### src/rtl/fetch_pkg.sv
// fetch_pkg: shared widths and the {pc, inst} buffer entry for the fetch stage
`ifndef MEM_LEN
`define MEM_LEN 64
`endif
`ifndef INST_SIZE
`define INST_SIZE 32
`endif
package fetch_pkg;
  localparam int ADDR_W = $clog2(`MEM_LEN);
  typedef struct packed {
    logic [ADDR_W-1:0]     pc;
    logic [`INST_SIZE-1:0] inst;
  } fetch_entry_t;
endpackage

### src/rtl/fetch_fifo.sv
// fetch_fifo: flushable FIFO with a registered head; level port exists only with FETCH_PERF_EN
module fetch_fifo import fetch_pkg::*; #(
  parameter int  DEPTH = 2,
  parameter type T     = fetch_entry_t
) (
  input  logic clk,
  input  logic rst,
  input  logic push,
  input  logic pop,
  input  logic flush,
  input  T     din,
  output logic full,
  output logic empty,
  output T     head
`ifdef FETCH_PERF_EN
  ,
  output logic [$clog2(DEPTH):0] level
`endif
);
  localparam int PW = $clog2(DEPTH);
  T mem [DEPTH];
  logic [PW-1:0] rptr, wptr, hidx;
  logic [PW:0] cnt, rem;
  assign full  = cnt == (PW+1)'(DEPTH);
  assign empty = cnt == '0;
  assign rem   = cnt - (PW+1)'(pop);
  assign hidx  = rptr + PW'(pop);
`ifdef FETCH_PERF_EN
  assign level = cnt;
`endif
  // storage, pointers and a head register that holds its value while empty
  always_ff @(posedge clk) begin
    if (rst) begin
      cnt  <= '0;
      rptr <= '0;
      wptr <= '0;
      head <= '0;
    end else if (flush) begin
      cnt  <= '0;
      rptr <= '0;
      wptr <= '0;
    end else begin
      if (push) begin
        mem[wptr] <= din;
        wptr      <= wptr + 1'b1;
      end
      if (pop) rptr <= hidx;
      cnt <= rem + (PW+1)'(push);
      if (rem != '0) head <= mem[hidx];
      else if (push) head <= din;
    end
  end
endmodule

### src/rtl/inst_fetch_unit.sv
// inst_fetch_unit: PC owner feeding decode through a fetch buffer; FETCH_PERF_EN adds perf counters
module inst_fetch_unit import fetch_pkg::*; #(
  parameter int                FIFO_DEPTH = 2,
  parameter logic [ADDR_W-1:0] RESET_PC   = '0
) (
  input  logic                  clk,
  input  logic                  rst,
  input  logic                  fetch_en,
  output logic [ADDR_W-1:0]     inst_addr,
  input  logic [`INST_SIZE-1:0] inst,
  input  logic                  redirect_valid,
  input  logic [ADDR_W-1:0]     redirect_pc,
  output logic                  out_valid,
  input  logic                  out_ready,
  output logic [`INST_SIZE-1:0] out_inst,
  output logic [ADDR_W-1:0]     out_pc
`ifdef FETCH_PERF_EN
  ,
  output logic [31:0]           perf_fetched,
  output logic [31:0]           perf_flushed
`endif
);
  logic [ADDR_W-1:0] pc;
  logic full, empty, pop, push;
  fetch_entry_t head;
  assign pop       = ~empty & out_ready;
  assign push      = fetch_en & ~redirect_valid & (~full | pop);
  assign inst_addr = pc;
  assign out_valid = ~empty;
  assign out_pc    = head.pc;
  assign out_inst  = head.inst;
`ifdef FETCH_PERF_EN
  logic [$clog2(FIFO_DEPTH):0] level;
`endif
  fetch_fifo #(.DEPTH(FIFO_DEPTH), .T(fetch_entry_t)) u_fifo (
    .clk  (clk),
    .rst  (rst),
    .push (push),
    .pop  (pop),
    .flush(redirect_valid),
    .din  ('{pc: pc, inst: inst}),
    .full (full),
    .empty(empty),
    .head (head)
`ifdef FETCH_PERF_EN
    ,
    .level(level)
`endif
  );
  // PC: redirect overrides sequential advance; holds when nothing is pushed
  always_ff @(posedge clk) begin
    pc <= rst ? RESET_PC : redirect_valid ? redirect_pc : push ? pc + 1'b1 : pc;
  end
`ifdef FETCH_PERF_EN
  // pushes and entries thrown away by redirects (the same-cycle pop is not lost)
  always_ff @(posedge clk) begin
    if (rst) begin
      perf_fetched <= '0;
      perf_flushed <= '0;
    end else begin
      if (push) perf_fetched <= perf_fetched + 32'd1;
      if (redirect_valid) perf_flushed <= perf_flushed + 32'(level) - 32'(pop);
    end
  end
`endif
endmodule

### config.mk
export PLATFORM = sky130hd
export DESIGN_NAME = inst_fetch_unit
export DESIGN_NICKNAME = d
export VERILOG_FILES = /design/src/rtl/fetch_pkg.sv /design/src/rtl/fetch_fifo.sv /design/src/rtl/inst_fetch_unit.sv
export SDC_FILE = /design/constraint.sdc
export NUM_CORES = 1
export LEC_CHECK = 0
export ABC_AREA = 1
export BUFFER_PORTS_ARGS = -buffer_cell sky130_fd_sc_hd__buf_2
export CORE_ASPECT_RATIO = 0.7
export CORE_MARGIN = 5
export CORE_UTILIZATION = 35
export DETAILED_ROUTE_END_ITERATION = 10
export SYNTH_ARGS = -nofsm -noshare
export SYNTH_HDL_FRONTEND = slang
export SYNTH_SLANG_ARGS = --single-unit
### constraint.sdc
create_clock -name clk -period 10 [get_ports clk]
set_input_delay 1 -clock clk [delete_from_list [all_inputs] [get_ports clk]]
set_output_delay 1 -clock clk [all_outputs]
set_load 0.01 [all_outputs]
==> results.txt <==
The final sum of negative setup slack is 0 ps. The source of the worst register-to-register timing path is u_fifo.cnt[1]$_SDFF_PP0_. The floorplan die area is 0.0195 sq mm. The end point of the most critical hold path is u_fifo.wptr$_SDFFE_PP0P_.

The pre-antenna-repair detailed-routing pass consisted of 5 iterations. STA classifies the critical path startpoint as an input port. Buffers added to address setup during post-CTS repair amount to 0. The area share of the largest cell type after synthesis came out at 0.389. The arrival time at the worst endpoint is 3790 ps.

The H-tree depth reported by CTS is 4. The final hold violation count is 0. The I/O pin count is 88.

The DRC violation total after the first TritonRoute iteration is 387. Synthesis produced a netlist with a net count of 712. The tightest min-delay check is of the flip-flop to flip-flop type. The endpoint identified for the worst register-to-register timing path is u_fifo.head[13]$_SDFFE_PP0P_. In this run the mean area of a mapped cell was 8.80 sq um. The number of standard-cell rows in the floorplan is 39. The routed design has 14800 um of wire.

The post-synthesis async set-or-reset flop share is 0. The number of nets in the finished design came out at 777. The layout-stage area growth over the synthesis result came out at 20.1%. The number of max-slew violations in the final report came out at 0. The number of placed instances, taps included, is 937. The floorplan step set the die height to 118 um. The leakage power total came out at 3.21 nW. In this run the most critical hold path is launched from u_fifo.wptr$_SDFFE_PP0P_. The number of nets with antenna violations after detailed routing is 0. For this design the total switching power over the nets is 363 uW. The worst setup path is of the input port to flip-flop kind.

The cell depth of the worst min-delay path is 2. The worst-path maximum fanout came out at 90. The hold slack is 515 ps. The post-cts repair resize count is 0.

The initial core utilization came out at 0.358. The number of sinks handled by clock tree synthesis came out at 124. Setup repair after global routing left no endpoint under its margin. The clock transition at the register clock pins on the worst setup and hold paths after CTS is 50 ps.

The number of DRC violations after detailed routing is 0. Buffers inserted to repair hold after CTS numbered 0. Counting instances in the post-synthesis netlist gives the leading cell types as inv_1, nand3_1, a21oi_1. The via count of the first global-routing pass is 4336. The maximum VDD drop came out at 0.119 mV. The first global-routing pass estimated 23800 um of wire. The synthesized design spends more area on one cell type than any other, namely edfxtp_1. The total inserted antenna cells came out at 0. The per-cell routed wire length came out at 15.3 um. The nature of the critical path endpoint is a flip-flop.

The power share of the sequential group is 0.404. Among all flip-flop cells after synthesis, the most frequent one is edfxtp_1. Setup violations remaining at the end of the flow were counted as 0.

The highest achievable clock rate is 0.268 GHz. The measured slew at the worst slew-check pin is 1080 ps. At the end of routability-driven placement, the weighted congestion stood at 0.781. Yosys attributes the largest share of cell area to edfxtp_1, dfxtp_1, nand3_1. The number of antenna violations at the first check in global routing is 0. The all-layer global routing usage came out at 0.156. The clock tree skew after final layout is 11.8 ps. The post-route minimum period is 3730 ps.

Clock tree synthesis inserted a total of 17 buffers. The register bit count reported by yosys came out at 124. TritonCTS built the clock tree. The final instance area came out at 0.00704 sq mm. The share of total power dissipated in the clock network is 0.472.

The post-synthesis cell type count came out at 23. The tree is rooted in a clkbuf_16. The setup slack of the most critical reg-to-reg path is 6540 ps. The number of input and output port buffers inserted came out at 87. The fraction of final layout cells with drive strength greater than 1 is 0.185. The count of fill cells added during filler insertion is 1649. The number of flops mapped to enable cells by yosys came out at 76. Summing all placed instances gives a cell area of 0.00639 sq mm. After global routing the overflow that remains totals 0. The total number of yosys warnings came out at 0. For this run, the register share of the synthesized area comes to 0.553. The via-per-instance ratio came out at 4.76.

The core area came out at 0.0164 sq mm. Clock latency on the worst-skew pair, taken at its later pin, is 420 ps. Among all cell types in the netlist, the one instantiated most often is inv_1. The pin count of the biggest net entering global routing came out at 91.

The worst-case headroom to the max-slew limit is 0.274. The power density over the cells is 206 mW/mm^2. The worst register-to-register path has a depth of 9. The flow ran to the end, and the final reports show no timing, DRC or antenna violations. The part of the power in combinational logic came out at 0.123.

Of the total power, the share spent switching nets is 0.250. The synthesized instance count is 666. The endpoint required time on the critical path is 10060 ps.

The buffer depth of the longest clock path is 2. The total number of vias is 4617. The ratio of final minimum period to clock period came out at 0.373. The post-synthesis instance area is 0.00586 sq mm. The half-perimeter wire length after placement is 8780 um. The finished layout holds 969 standard cells, fillers aside. The width of the die came out at 165 um. The number of maximum-capacitance violations is 0. The internal power of the cells is 1.09 mW.
## worst max-delay path, cell delays in order
cell and delay, ps:
buf_2 160, inv_2 170, nand3_4 740, nor3_2 1130, buf_4 560
## power by group through the flow
stage	Sequential [mW]	Clock (mW)	Combinational [mW]
5_1_grt	0.589	0.722	0.201
3_3_place_gp	0.597	0	0.178
3_5_place_dp	0.597	0	0.179
6_report	0.586	0.685	0.179
4_1_cts	0.586	0.695	0.180
2_1_floorplan	0.602	0	0.116
## registers in the layout, summed over array words and instances (netlist names)
signal       count
u_fifo.mem      76
u_fifo.head     38
inst_addr        6
u_fifo.cnt       2
u_fifo.rptr      1
u_fifo.wptr      1
## stage by stage
step           setup WS (ps)  utilization  power (mW)
2_1_floorplan           5330            -       0.718
3_3_place_gp            5820        0.389       0.775
3_5_place_dp            5730        0.389       0.775
4_1_cts                 6170        0.430        1.46
5_1_grt                 6030        0.430        1.51
6_report                6270        0.430        1.45
## cells in the final DEF, fill, tap and decap left out, types with 3 or more instances in the layout
cell type,count
inv_2,3
nand3b_1,38
nand2_1,52
nor2_1,44
nand2_2,4
a21oi_1,82
bufinv_16,5
nand3_1,124
ha_1,3
inv_1,127
edfxtp_1,76
clkbuf_16,17
dfxtp_1,48
clkinvlp_4,3
clkinv_4,3
buf_2,87
buf_4,5
o21ai_0,4
## metal layers
layer | GRT usage | vias to the layer above | wire length (um)
met5 | 0 | - | 0
li1 | - | 2320 | -
met2 | 0.235 | 155 | 6560
met4 | 0.0535 | 0 | 199
met3 | 0.0310 | 19 | 945
met1 | 0.224 | 2123 | 7130
## worst max-delay path by stage
| stage | slack, ps | to | cells past startpoint | from |
|---|---|---|---|---|
| after floorplan | 5330 | u_fifo.mem[0][0]$_DFFE_PP_ | 5 | redirect_valid |
| after global placement | 5820 | u_fifo.mem[0][16]$_DFFE_PP_ | 6 | out_ready |
| after detailed placement | 5730 | u_fifo.mem[0][6]$_DFFE_PP_ | 5 | redirect_valid |
| after CTS | 6170 | u_fifo.mem[0][15]$_DFFE_PP_ | 5 | redirect_valid |
| after global routing | 6030 | u_fifo.head[8]$_SDFFE_PP0P_ | 10 | out_ready |
| final | 6270 | u_fifo.mem[0][17]$_DFFE_PP_ | 5 | redirect_valid |
## cells by family after synthesis
family                     share of synthesized area
AOI/OAI and AO/OA                             0.0775
xor gates and xnor gates                     0.00448
adders and majority gates                    0.00640
buffers and inverters                          0.129
DFF                                            0.553
and+or+nand+nor                                0.230
## area by class of cell
cell class / instances / area (sq um) / share of cell area
inverter: 130 / 488 / 0.0693
timing repair buffer: 92 / 473 / 0.0672
sequential: 124 / 3240 / 0.460
multi-input combinational: 366 / 1900 / 0.270
tap: 225 / 282 / 0.0400
clock buffer: 18 / 439 / 0.0624
clock inverter: 14 / 218 / 0.0309
No activity file was read; power rests on OpenSTA's default activity.
